**src/rtl/pipe_scoreboard_if.sv**
```systemverilog
// IDU->EXU issue handshake bundle: decoded operand/destination fields plus valid/ready.
interface pipe_scoreboard_if;
    logic       issue_valid;
    logic       issue_ready;
    logic [4:0] issue_rs1;
    logic [4:0] issue_rs2;
    logic       issue_use_rs1;
    logic       issue_use_rs2;
    logic [4:0] issue_rd;
    logic       issue_rd_wen;
    logic       issue_is_load;

    modport master (
        output issue_valid, issue_rs1, issue_rs2, issue_use_rs1, issue_use_rs2,
               issue_rd, issue_rd_wen, issue_is_load,
        input  issue_ready
    );

    modport slave (
        input  issue_valid, issue_rs1, issue_rs2, issue_use_rs1, issue_use_rs2,
               issue_rd, issue_rd_wen, issue_is_load,
        output issue_ready
    );
endinterface

```
**src/rtl/pipe_scoreboard.sv**
```systemverilog
// Counted-writer register scoreboard gating IDU->EXU issue; tracks pending writers and
// outstanding loads per architectural register (x0 untracked).
module pipe_scoreboard #(
    parameter int NREG   = 32,
    parameter int CNT_W  = 2,
    parameter bit FWD_EN = 1'b1
) (
    input  logic                 clock,
    input  logic                 reset,
    pipe_scoreboard_if.slave     issue,
    input  logic                 ld_done_valid,
    input  logic [4:0]           ld_done_rd,
    input  logic                 wb_valid,
    input  logic [4:0]           wb_rd,
    input  logic                 sb_clear,
    output logic [NREG-1:0]      busy_mask,
    output logic [31:0]          stall_cycles,
    output logic                 sb_err
);

    typedef logic [CNT_W-1:0] cnt_t;
    localparam logic [NREG-1:0] ONE = {{(NREG-1){1'b0}}, 1'b1};

    cnt_t pend_cnt [NREG];
    cnt_t load_cnt [NREG];
    cnt_t pend_nxt [NREG];
    cnt_t load_nxt [NREG];

    logic            haz1, haz2, hold, issue_wr, err_nxt;
    logic [NREG-1:0] inc_vec, ldinc_vec, wb_vec, lddec_vec;

    always_comb begin
        haz1 = issue.issue_use_rs1 && (issue.issue_rs1 != '0) &&
               (FWD_EN ? (load_cnt[issue.issue_rs1] != '0) : (pend_cnt[issue.issue_rs1] != '0));
        haz2 = issue.issue_use_rs2 && (issue.issue_rs2 != '0) &&
               (FWD_EN ? (load_cnt[issue.issue_rs2] != '0) : (pend_cnt[issue.issue_rs2] != '0));
        hold = issue.issue_rd_wen && (issue.issue_rd != '0) && (pend_cnt[issue.issue_rd] == '1);
    end

    // Ready looks only at the registered table; same-cycle retires take effect next cycle.
    assign issue.issue_ready = !(haz1 || haz2 || hold);

    always_comb begin
        issue_wr  = issue.issue_valid && issue.issue_ready && issue.issue_rd_wen && (issue.issue_rd != '0);
        inc_vec   = issue_wr ? (ONE << issue.issue_rd) : '0;
        ldinc_vec = (issue_wr && issue.issue_is_load) ? (ONE << issue.issue_rd) : '0;
        wb_vec    = (wb_valid && (wb_rd != '0)) ? (ONE << wb_rd) : '0;
        lddec_vec = (ld_done_valid && (ld_done_rd != '0)) ? (ONE << ld_done_rd) : '0;
    end

    // Per-register net update: +1 and -1 together cancel; decrement at zero flags an error.
    always_comb begin
        err_nxt     = 1'b0;
        pend_nxt[0] = '0;
        load_nxt[0] = '0;
        for (int unsigned i = 1; i < NREG; i++) begin
            pend_nxt[i] = pend_cnt[i];
            load_nxt[i] = load_cnt[i];
            if (inc_vec[i] && !wb_vec[i]) begin
                if (pend_cnt[i] != '1) pend_nxt[i] = pend_cnt[i] + 1'b1;
            end else if (wb_vec[i] && !inc_vec[i]) begin
                if (pend_cnt[i] == '0) err_nxt = 1'b1;
                else                   pend_nxt[i] = pend_cnt[i] - 1'b1;
            end
            if (ldinc_vec[i] && !lddec_vec[i]) begin
                if (load_cnt[i] != '1) load_nxt[i] = load_cnt[i] + 1'b1;
            end else if (lddec_vec[i] && !ldinc_vec[i]) begin
                if (load_cnt[i] == '0) err_nxt = 1'b1;
                else                   load_nxt[i] = load_cnt[i] - 1'b1;
            end
        end
    end

    always_ff @(posedge clock or posedge reset) begin
        if (reset) begin
            for (int unsigned i = 0; i < NREG; i++) begin
                pend_cnt[i] <= '0;
                load_cnt[i] <= '0;
            end
            stall_cycles <= '0;
            sb_err       <= 1'b0;
        end else begin
            for (int unsigned i = 0; i < NREG; i++) begin
                pend_cnt[i] <= sb_clear ? '0 : pend_nxt[i];
                load_cnt[i] <= sb_clear ? '0 : load_nxt[i];
            end
            if (issue.issue_valid && !issue.issue_ready) stall_cycles <= stall_cycles + 32'd1;
            if (err_nxt && !sb_clear) sb_err <= 1'b1;
        end
    end

    always_comb begin
        busy_mask = '0;
        for (int unsigned i = 0; i < NREG; i++) busy_mask[i] = (pend_cnt[i] != '0);
    end

endmodule

```
**src/flat_wrapper.sv**
```systemverilog
// flat-port wrapper written by rule: the top's interface ports become plain ports
module pipe_scoreboard_flat 
#(
    parameter int NREG   = 32,
    parameter int CNT_W  = 2,
    parameter bit FWD_EN = 1'b1
)
  (clock, reset, ld_done_valid, ld_done_rd, wb_valid, wb_rd, sb_clear, busy_mask, stall_cycles, sb_err, issue_issue_valid, issue_issue_rs1, issue_issue_rs2, issue_issue_use_rs1, issue_issue_use_rs2, issue_issue_rd, issue_issue_rd_wen, issue_issue_is_load, issue_issue_ready);
  pipe_scoreboard_if issue_i ();
  input  logic clock;
  input  logic reset;
  input  logic ld_done_valid;
  input  logic [4:0] ld_done_rd;
  input  logic wb_valid;
  input  logic [4:0] wb_rd;
  input  logic sb_clear;
  output logic [NREG-1:0] busy_mask;
  output logic [31:0] stall_cycles;
  output logic sb_err;
  input wire logic [$bits(issue_i.issue_valid)-1:0] issue_issue_valid;
  input wire logic [$bits(issue_i.issue_rs1)-1:0] issue_issue_rs1;
  input wire logic [$bits(issue_i.issue_rs2)-1:0] issue_issue_rs2;
  input wire logic [$bits(issue_i.issue_use_rs1)-1:0] issue_issue_use_rs1;
  input wire logic [$bits(issue_i.issue_use_rs2)-1:0] issue_issue_use_rs2;
  input wire logic [$bits(issue_i.issue_rd)-1:0] issue_issue_rd;
  input wire logic [$bits(issue_i.issue_rd_wen)-1:0] issue_issue_rd_wen;
  input wire logic [$bits(issue_i.issue_is_load)-1:0] issue_issue_is_load;
  output wire logic [$bits(issue_i.issue_ready)-1:0] issue_issue_ready;
  assign issue_i.issue_valid = issue_issue_valid;
  assign issue_i.issue_rs1 = issue_issue_rs1;
  assign issue_i.issue_rs2 = issue_issue_rs2;
  assign issue_i.issue_use_rs1 = issue_issue_use_rs1;
  assign issue_i.issue_use_rs2 = issue_issue_use_rs2;
  assign issue_i.issue_rd = issue_issue_rd;
  assign issue_i.issue_rd_wen = issue_issue_rd_wen;
  assign issue_i.issue_is_load = issue_issue_is_load;
  assign issue_issue_ready = issue_i.issue_ready;
  pipe_scoreboard #(.NREG(NREG), .CNT_W(CNT_W), .FWD_EN(FWD_EN)) u_core (.clock(clock), .reset(reset), .issue(issue_i), .ld_done_valid(ld_done_valid), .ld_done_rd(ld_done_rd), .wb_valid(wb_valid), .wb_rd(wb_rd), .sb_clear(sb_clear), .busy_mask(busy_mask), .stall_cycles(stall_cycles), .sb_err(sb_err));
endmodule
```
**config.mk**
```make
export PLATFORM = sky130hd
export DESIGN_NAME = pipe_scoreboard_flat
export DESIGN_NICKNAME = d
export VERILOG_FILES = /design/src/rtl/pipe_scoreboard_if.sv /design/src/rtl/pipe_scoreboard.sv /design/src/flat_wrapper.sv
export SDC_FILE = /design/constraint.sdc
export NUM_CORES = 1
export LEC_CHECK = 0
export BUFFER_PORTS_ARGS = -buffer_cell sky130_fd_sc_hd__buf_4
export CAP_MARGIN = 0
export CELL_PAD_IN_SITES_DETAIL_PLACEMENT = 1
export CELL_PAD_IN_SITES_GLOBAL_PLACEMENT = 1
export CORE_MARGIN = 2
export CORE_UTILIZATION = 49
export DETAILED_ROUTE_END_ITERATION = 6
export GPL_ROUTABILITY_DRIVEN = 1
export GPL_TIMING_DRIVEN = 0
export PLACE_DENSITY = 0.88
export SLEW_MARGIN = 20
export SYNTH_ARGS = -nofsm -noshare
export SYNTH_HDL_FRONTEND = slang
export SYNTH_SLANG_ARGS = --single-unit
```
**constraint.sdc**
```tcl
create_clock -name clock -period 8.19 [get_ports clock]
set_input_delay 0.4095 -clock clock [delete_from_list [all_inputs] [get_ports clock]]
set_output_delay 0.4095 -clock clock [all_outputs]
set_load 0.02 [all_outputs]
```
# Word-level counts from Yosys, hierarchy flattened
# Index checks and enable logic that the tools add are counted.
classes:
  addsub: 125
  multipliers: 0
  div: 0
  order_cmp: 3
  eq_ne: 187
  n_shift: 3
  muxes: 509
  bitwise: 3
  n_reduce_logical: 490
ops:
  columns: ["op", "count"]
  rows:
  - ["$mux W2", 316]
  - ["$mux W1", 186]
  - ["$ne A3 B2 Y1 const B", 62]
  - ["$ne A3 B3 Y1 const B", 62]
  - ["$reduce_and A3 Y1", 62]
  - ["$reduce_bool A3 Y1", 62]
  - ["$logic_and A1 B1 Y1", 138]
  - ["$mux W32", 4]
  - ["$logic_not A1 Y1", 126]
  - ["$add A2 B1 Y2 const B", 62]
  - ["$logic_not A2 Y1", 62]
  - ["$ne A2 B2 Y1 const B", 62]
  - ["$sub A2 B1 Y2 const B", 62]
  - ["$shl A1 B5 Y32 const A", 3]
  - ["$reduce_bool A2 Y1", 33]
  - ["$add A32 B1 Y32 const B", 1]
  - ["$bmux W2 S5", 3]
  - ["$reduce_bool A5 Y1", 5]
  - ["$ge A6 B6 Y1 const B", 3]
  - ["$not A5 Y6", 3]
  - ["$eq A2 B2 Y1 const B", 1]
  - ["$logic_or A1 B1 Y1", 2]
totals:
  ff_bits: 157
  latch_bits: 0
  ram_bits: 0
  rom_bits: 0
  in_bits: 35
  out_inout_bits: 66
  word_cells: 1384
  n_memories: 0

# Logic depth before layout (Yosys ltp)
depth:
  word_depth: 201
  depth_mapped: 16

# Least setup slack after synthesis
# OpenSTA, ideal clock, no wires.
synth_path:
  path_kind: "in2reg"
  startpoint: "input issue_issue_rs2[0]"
  endpoint: "register u_core.sb_err"
  setup_ns: 0.145
  t_arrival_ns: 3.129
  required_ns: 8.045
  slack_ns: 4.916
  path_stages: 13
  path_buffers: 2
  cell_sequence: "buf_4 -> clkinv_2 -> mux4_2 -> a21oi_1 -> a211o_1 -> nor4_4 -> and3_1 -> buf_4 -> nand2_4 -> o211a_1 -> or4_1 -> nor4_1 -> a41oi_1"
synth_between:
  elab_chain_len: 201
  elab_cells_between_ends: 389
synth_lines:
  columns: ["item", "line_no", "text"]
  rows:
  - ["from (decl)", "flat_wrapper.sv:22", "input wire logic [$bits(issue_i.issue_rs2)-1:0] issue_issue_rs2;"]
  - ["$not A5 Y6 (not written as such)", "pipe_scoreboard.sv:36", "(FWD_EN ? (load_cnt[issue.issue_rs2] != '0) : (pend_cnt[issue.issue_rs2] != '0));"]
  - ["$bmux W2 S5", "pipe_scoreboard.sv:36", null]
  - ["$mux W2 (not written as such) (2 in series)", "pipe_scoreboard.sv:36", null]
  - ["$reduce_bool A2 Y1", "pipe_scoreboard.sv:36", null]
  - ["$logic_and A1 B1 Y1 (*)", "pipe_scoreboard.sv:35", "haz2 = issue.issue_use_rs2 && (issue.issue_rs2 != '0) &&"]
  - ["$logic_or A1 B1 Y1 (*) (2 in series)", "pipe_scoreboard.sv:41", "assign issue.issue_ready = !(haz1 || haz2 || hold);"]
  - ["$logic_not A1 Y1 (*)", "pipe_scoreboard.sv:41", null]
  - ["$logic_and A1 B1 Y1 (*) (3 in series)", "pipe_scoreboard.sv:44", "issue_wr = issue.issue_valid && issue.issue_ready && issue.issue_rd_wen && (issue.issue_rd != '0);"]
  - ["(+181 left out)", null, null]
  - ["$mux W1", "pipe_scoreboard.sv:65", "if (ldinc_vec[i] && !lddec_vec[i]) begin"]
  - ["$mux W1", "pipe_scoreboard.sv:62", "if (pend_cnt[i] == '0) err_nxt = 1'b1;"]
  - ["$mux W1", "pipe_scoreboard.sv:61", "end else if (wb_vec[i] && !inc_vec[i]) begin"]
  - ["$mux W1", "pipe_scoreboard.sv:59", "if (inc_vec[i] && !wb_vec[i]) begin"]
  - ["$mux W1", "pipe_scoreboard.sv:68", "if (load_cnt[i] == '0) err_nxt = 1'b1;"]
  - ["$mux W1", "pipe_scoreboard.sv:67", "end else if (lddec_vec[i] && !ldinc_vec[i]) begin"]
  - ["$mux W1 (*)", "pipe_scoreboard.sv:65", null]
  - ["$logic_and A1 B1 Y1 (*)", "pipe_scoreboard.sv:88", "if (err_nxt && !sb_clear) sb_err <= 1'b1;"]
  - ["to (signal assigned)", "pipe_scoreboard.sv:81", "sb_err <= 1'b0;"]
  - ["to (signal assigned)", "pipe_scoreboard.sv:88", null]
  - ["to (decl)", "pipe_scoreboard.sv:18", "output logic sb_err"]
# Every way passes the cells marked *; elsewhere a longest branch is shown, timed or not. The select of a mux whose other input is x is not followed.
# A chain may end at the register's enable or synchronous reset.

# Final worst setup path
layout_path:
  startpoint: "register u_core.load_cnt[60] in the netlist's numbering"
  endpoint: "register u_core.sb_err"
layout_between:
  elab_chain_len: 200
  elab_cells_between_ends: 392
layout_lines:
  columns: ["item", "line_no", "text"]
  rows:
  - ["from (decl)", "pipe_scoreboard.sv:25", "cnt_t load_cnt [NREG];"]
  - ["from (signal, indexed assignment)", "pipe_scoreboard.sv:85", "load_cnt[i] <= sb_clear ? '0 : load_nxt[i];"]
  - ["$bmux W2 S5 (on tied branches)", "pipe_scoreboard.sv:34, pipe_scoreboard.sv:36", null]
  - ["$mux W2 (on tied branches) (2 in series)", "pipe_scoreboard.sv:34, pipe_scoreboard.sv:36", null]
  - ["$reduce_bool A2 Y1 (on tied branches)", "pipe_scoreboard.sv:34, pipe_scoreboard.sv:36", null]
  - ["$logic_and A1 B1 Y1 (on tied branches)", "pipe_scoreboard.sv:33, pipe_scoreboard.sv:35", null]
  - ["$logic_or A1 B1 Y1 (2 in series)", "pipe_scoreboard.sv:41", null]
  - ["$logic_not A1 Y1", "pipe_scoreboard.sv:41", null]
  - ["$logic_and A1 B1 Y1 (3 in series)", "pipe_scoreboard.sv:44", null]
  - ["$mux W32", "pipe_scoreboard.sv:45", "inc_vec = issue_wr ? (ONE << issue.issue_rd) : '0;"]
  - ["(+180 left out)", null, null]
  - ["$mux W1", "pipe_scoreboard.sv:65", null]
  - ["$mux W1", "pipe_scoreboard.sv:62", null]
  - ["$mux W1", "pipe_scoreboard.sv:61", null]
  - ["$mux W1", "pipe_scoreboard.sv:59", null]
  - ["$mux W1", "pipe_scoreboard.sv:68", null]
  - ["$mux W1", "pipe_scoreboard.sv:67", null]
  - ["$mux W1 (*)", "pipe_scoreboard.sv:65", null]
  - ["$logic_and A1 B1 Y1 (*)", "pipe_scoreboard.sv:88", null]
# Marks and branches as above.

==> reports/metrics.yaml <==
status: "finished with violations"
failed_checks: "hold timing"
dp_slack_ns: 3.47
vias: 12200
final_core_util_pct: 57.5
fmax_mhz: 209
slew_headroom_pct: 31.3
synth_ff_type: "dfrtp_1"
synth.distinct_cells: 77
synth.cell_area_um2: 10900
htree_levels: 4
core_area_um2: 21800
cts-root-buf: "clkbuf_16"
timing.hold.ws_ns: -0.00220
grt_max_degree: 85
cts_setup_buffers: 0
gp_congestion: 1.04
dieWidth_um: 153
initial_core_util_pct: 49.8
viasPerCell: 6.87
clk_latency_ns: 0.46
grt_overflow_total: 0
cts_sinks: 157
cp-start-kind: "register"
ant_nets: 0
grt_pass1_wl_um: 70300
cts_buffers: 17
setup_tns_ns: 0
synthesis.instances: 1368
clockBufferDepth: 2
critPathMaxFanout: 10
antenna_cells: 0
wirelength_um: 45800
setup_violations: 0
timing.final.ws_setup_ns: 3.41
postCtsHoldBufs: 0
power_leakage_uw: 0.00518
syn_area_per_cell_um2: 7.95
ir_drop_v: 0.000128
drive_gt1_share_pct: 14.2
ys_async_sr_fraction_pct: 100
cp-end-kind: "register"
wl_per_cell_um: 25.9
cts-resized-gates: 0
grt_pass1_vias: 12000
fin_nets: 1513
total_power_uw: 1900
drv_slew: 0
yosys_warnings: 0
min_period_ns: 4.78
ios: 101
port_buffers: 89
drt-initial-drc-count: 1269
synth.yosys.seq_area_share_pct: 36.1
die_y_um: 153
design.die.area_um2: 23400
rsz0062_at_grt: "false"
syn-num-nets: 1404
critPathArrivalTime_ns: 5.09
clk_pin_slew_ns: 0.08
rows: 54
drt_first_pass_iters: 5
synthToLayoutAreaGrowth_pct: 15.4
cap_violations: 0
dp_hpwl_um: 33600
drc: 0
worst_slew_pin_slew_ns: 1.03
track_usage_pct: 38.8
cp.required_ns: 8.49
p_per_area_nw_per_um2: 151
period_share_pct: 58.4
hold_class: "in -> async"
antenna_found_initial: 0
ys_ff_latch: 157
startpoint: "u_core.load_cnt[60]"
clock_skew_ns: 0.0151
synth_edf_count: 0
reg2reg_from: "u_core.load_cnt[60]"
cts_tree: "built"
critPathKind: "reg -> reg"
finalHoldViolCount: 1
## path summary, 6_finish.rpt
| kind | endpoint | depth (start not counted) | slack, ns |
|---|---|---|---|
| hold reg to reg | u_core.stall_cycles[31] | 1 | 0.47 |
| max in group asynchronous | u_core.load_cnt[26] | 3 | 7.34 |
| min in group clock | u_core.stall_cycles[2] | 3 | 0.29 |
| setup reg to reg | u_core.sb_err | 11 | 3.41 |
| hold / removal | u_core.stall_cycles[19] | 2 | -0.002 |
| setup / recovery | u_core.sb_err | 11 | 3.41 |
## layout make-up
class | count | area [um^2]
Tap cell | 280 | 350
Multi-Input combinational cell | 1113 | 6530
Inverter | 42 | 166
Timing Repair Buffer | 90 | 696
Fill cell | 2723 | 9280
Clock buffer | 17 | 425
Sequential cell | 157 | 3930
Clock inverter | 15 | 191
Buffer | 56 | 264
## sequential cells by signal (all words and copies together), names as in the netlist
name                 count
u_core.load_cnt         62
u_core.pend_cnt         62
u_core.stall_cycles     32
u_core.sb_err            1
## per-stage QoR
stage          area, um^2  hold slack, ns  instances
6_report            12500        -0.00220       1770
5_1_grt             12500          0.0548       1770
4_1_cts             12500          0.0356       1770
3_5_place_dp        11900           0.463       1738
3_3_place_gp        11900           0.460       1737
2_1_floorplan       10900           0.469       1368
## layout by cell type (no fill, tap or decap), drive strengths merged, types with 5 or more instances in the layout
master / instances
a2111oi: 8
a211o: 5
a211oi: 53
a21oi: 95
a221oi: 9
a22oi: 7
a31oi: 15
and2: 23
and3: 15
buf: 109
clkbuf: 54
clkinv: 9
dfrtp: 157
inv: 46
mux2: 11
mux2i: 7
mux4: 9
nand2: 129
nand2b: 33
nand3: 26
nand3b: 12
nand4: 23
nor2: 176
nor2b: 10
nor3: 86
nor3b: 9
nor4: 17
o211ai: 15
o21a: 21
o21ai: 118
o22ai: 8
o31ai: 15
or2: 42
or3: 17
or4: 9
xnor2: 33
xor2: 9
## worst max-delay path: stages (launching register included)
cell      delay (ns)
dfrtp_1         0.46
nor2_1          0.23
o31ai_1         0.10
o311ai_1        0.58
o311ai_1        0.35
nor4_4          0.56
nand4_2         0.44
buf_2           0.41
o21a_1          0.28
a221oi_1        0.59
nor4b_1         0.45
a41oi_1         0.19
## routing by layer
metal,routed length (um),up-vias,global-route usage (%)
met5,0,-,0
met4,2600,0,20.9
met3,4750,211,8.79
met2,20700,716,60.6
met1,17800,6013,50.5
li1,-,5227,-
## logic make-up after synthesis
group	Yosys count	share of synthesized area, %
simple gates	641	29.7
compound gates	401	23.2
flops	157	36.1
buf+inv	98	3.89
xor+xnor	42	3.38
mux	27	3.65
fa+ha+maj	1	0.115
other cells	1	0.0345
## where the power goes
| part | internal, uW | total, uW | switching [uW] | leakage [uW] |
|---|---|---|---|---|
| Sequential | 789 | 808 | 19.7 | 0.00216 |
| Combinational | 74.3 | 248 | 173 | 0.00273 |
| Clock | 416 | 845 | 429 | 0.000291 |
| Total | 1280 | 1900 | 622 | 0.00518 |
## cell usage after synthesis, drive strengths merged, types with 21 or more instances
cell type / number / area, um^2
nand3: 26 / 135
nor2: 176 / 661
nand2b: 33 / 206
nor3: 86 / 435
dfrtp: 157 / 3930
a21oi: 95 / 475
a211oi: 53 / 398
inv: 41 / 154
clkbuf: 37 / 139
nand2: 129 / 494
and2: 23 / 144
nand4: 23 / 150
o21ai: 118 / 591
or2: 42 / 263
o21a: 21 / 158
xnor2: 33 / 289
Power figures use the tool's default switching activity.
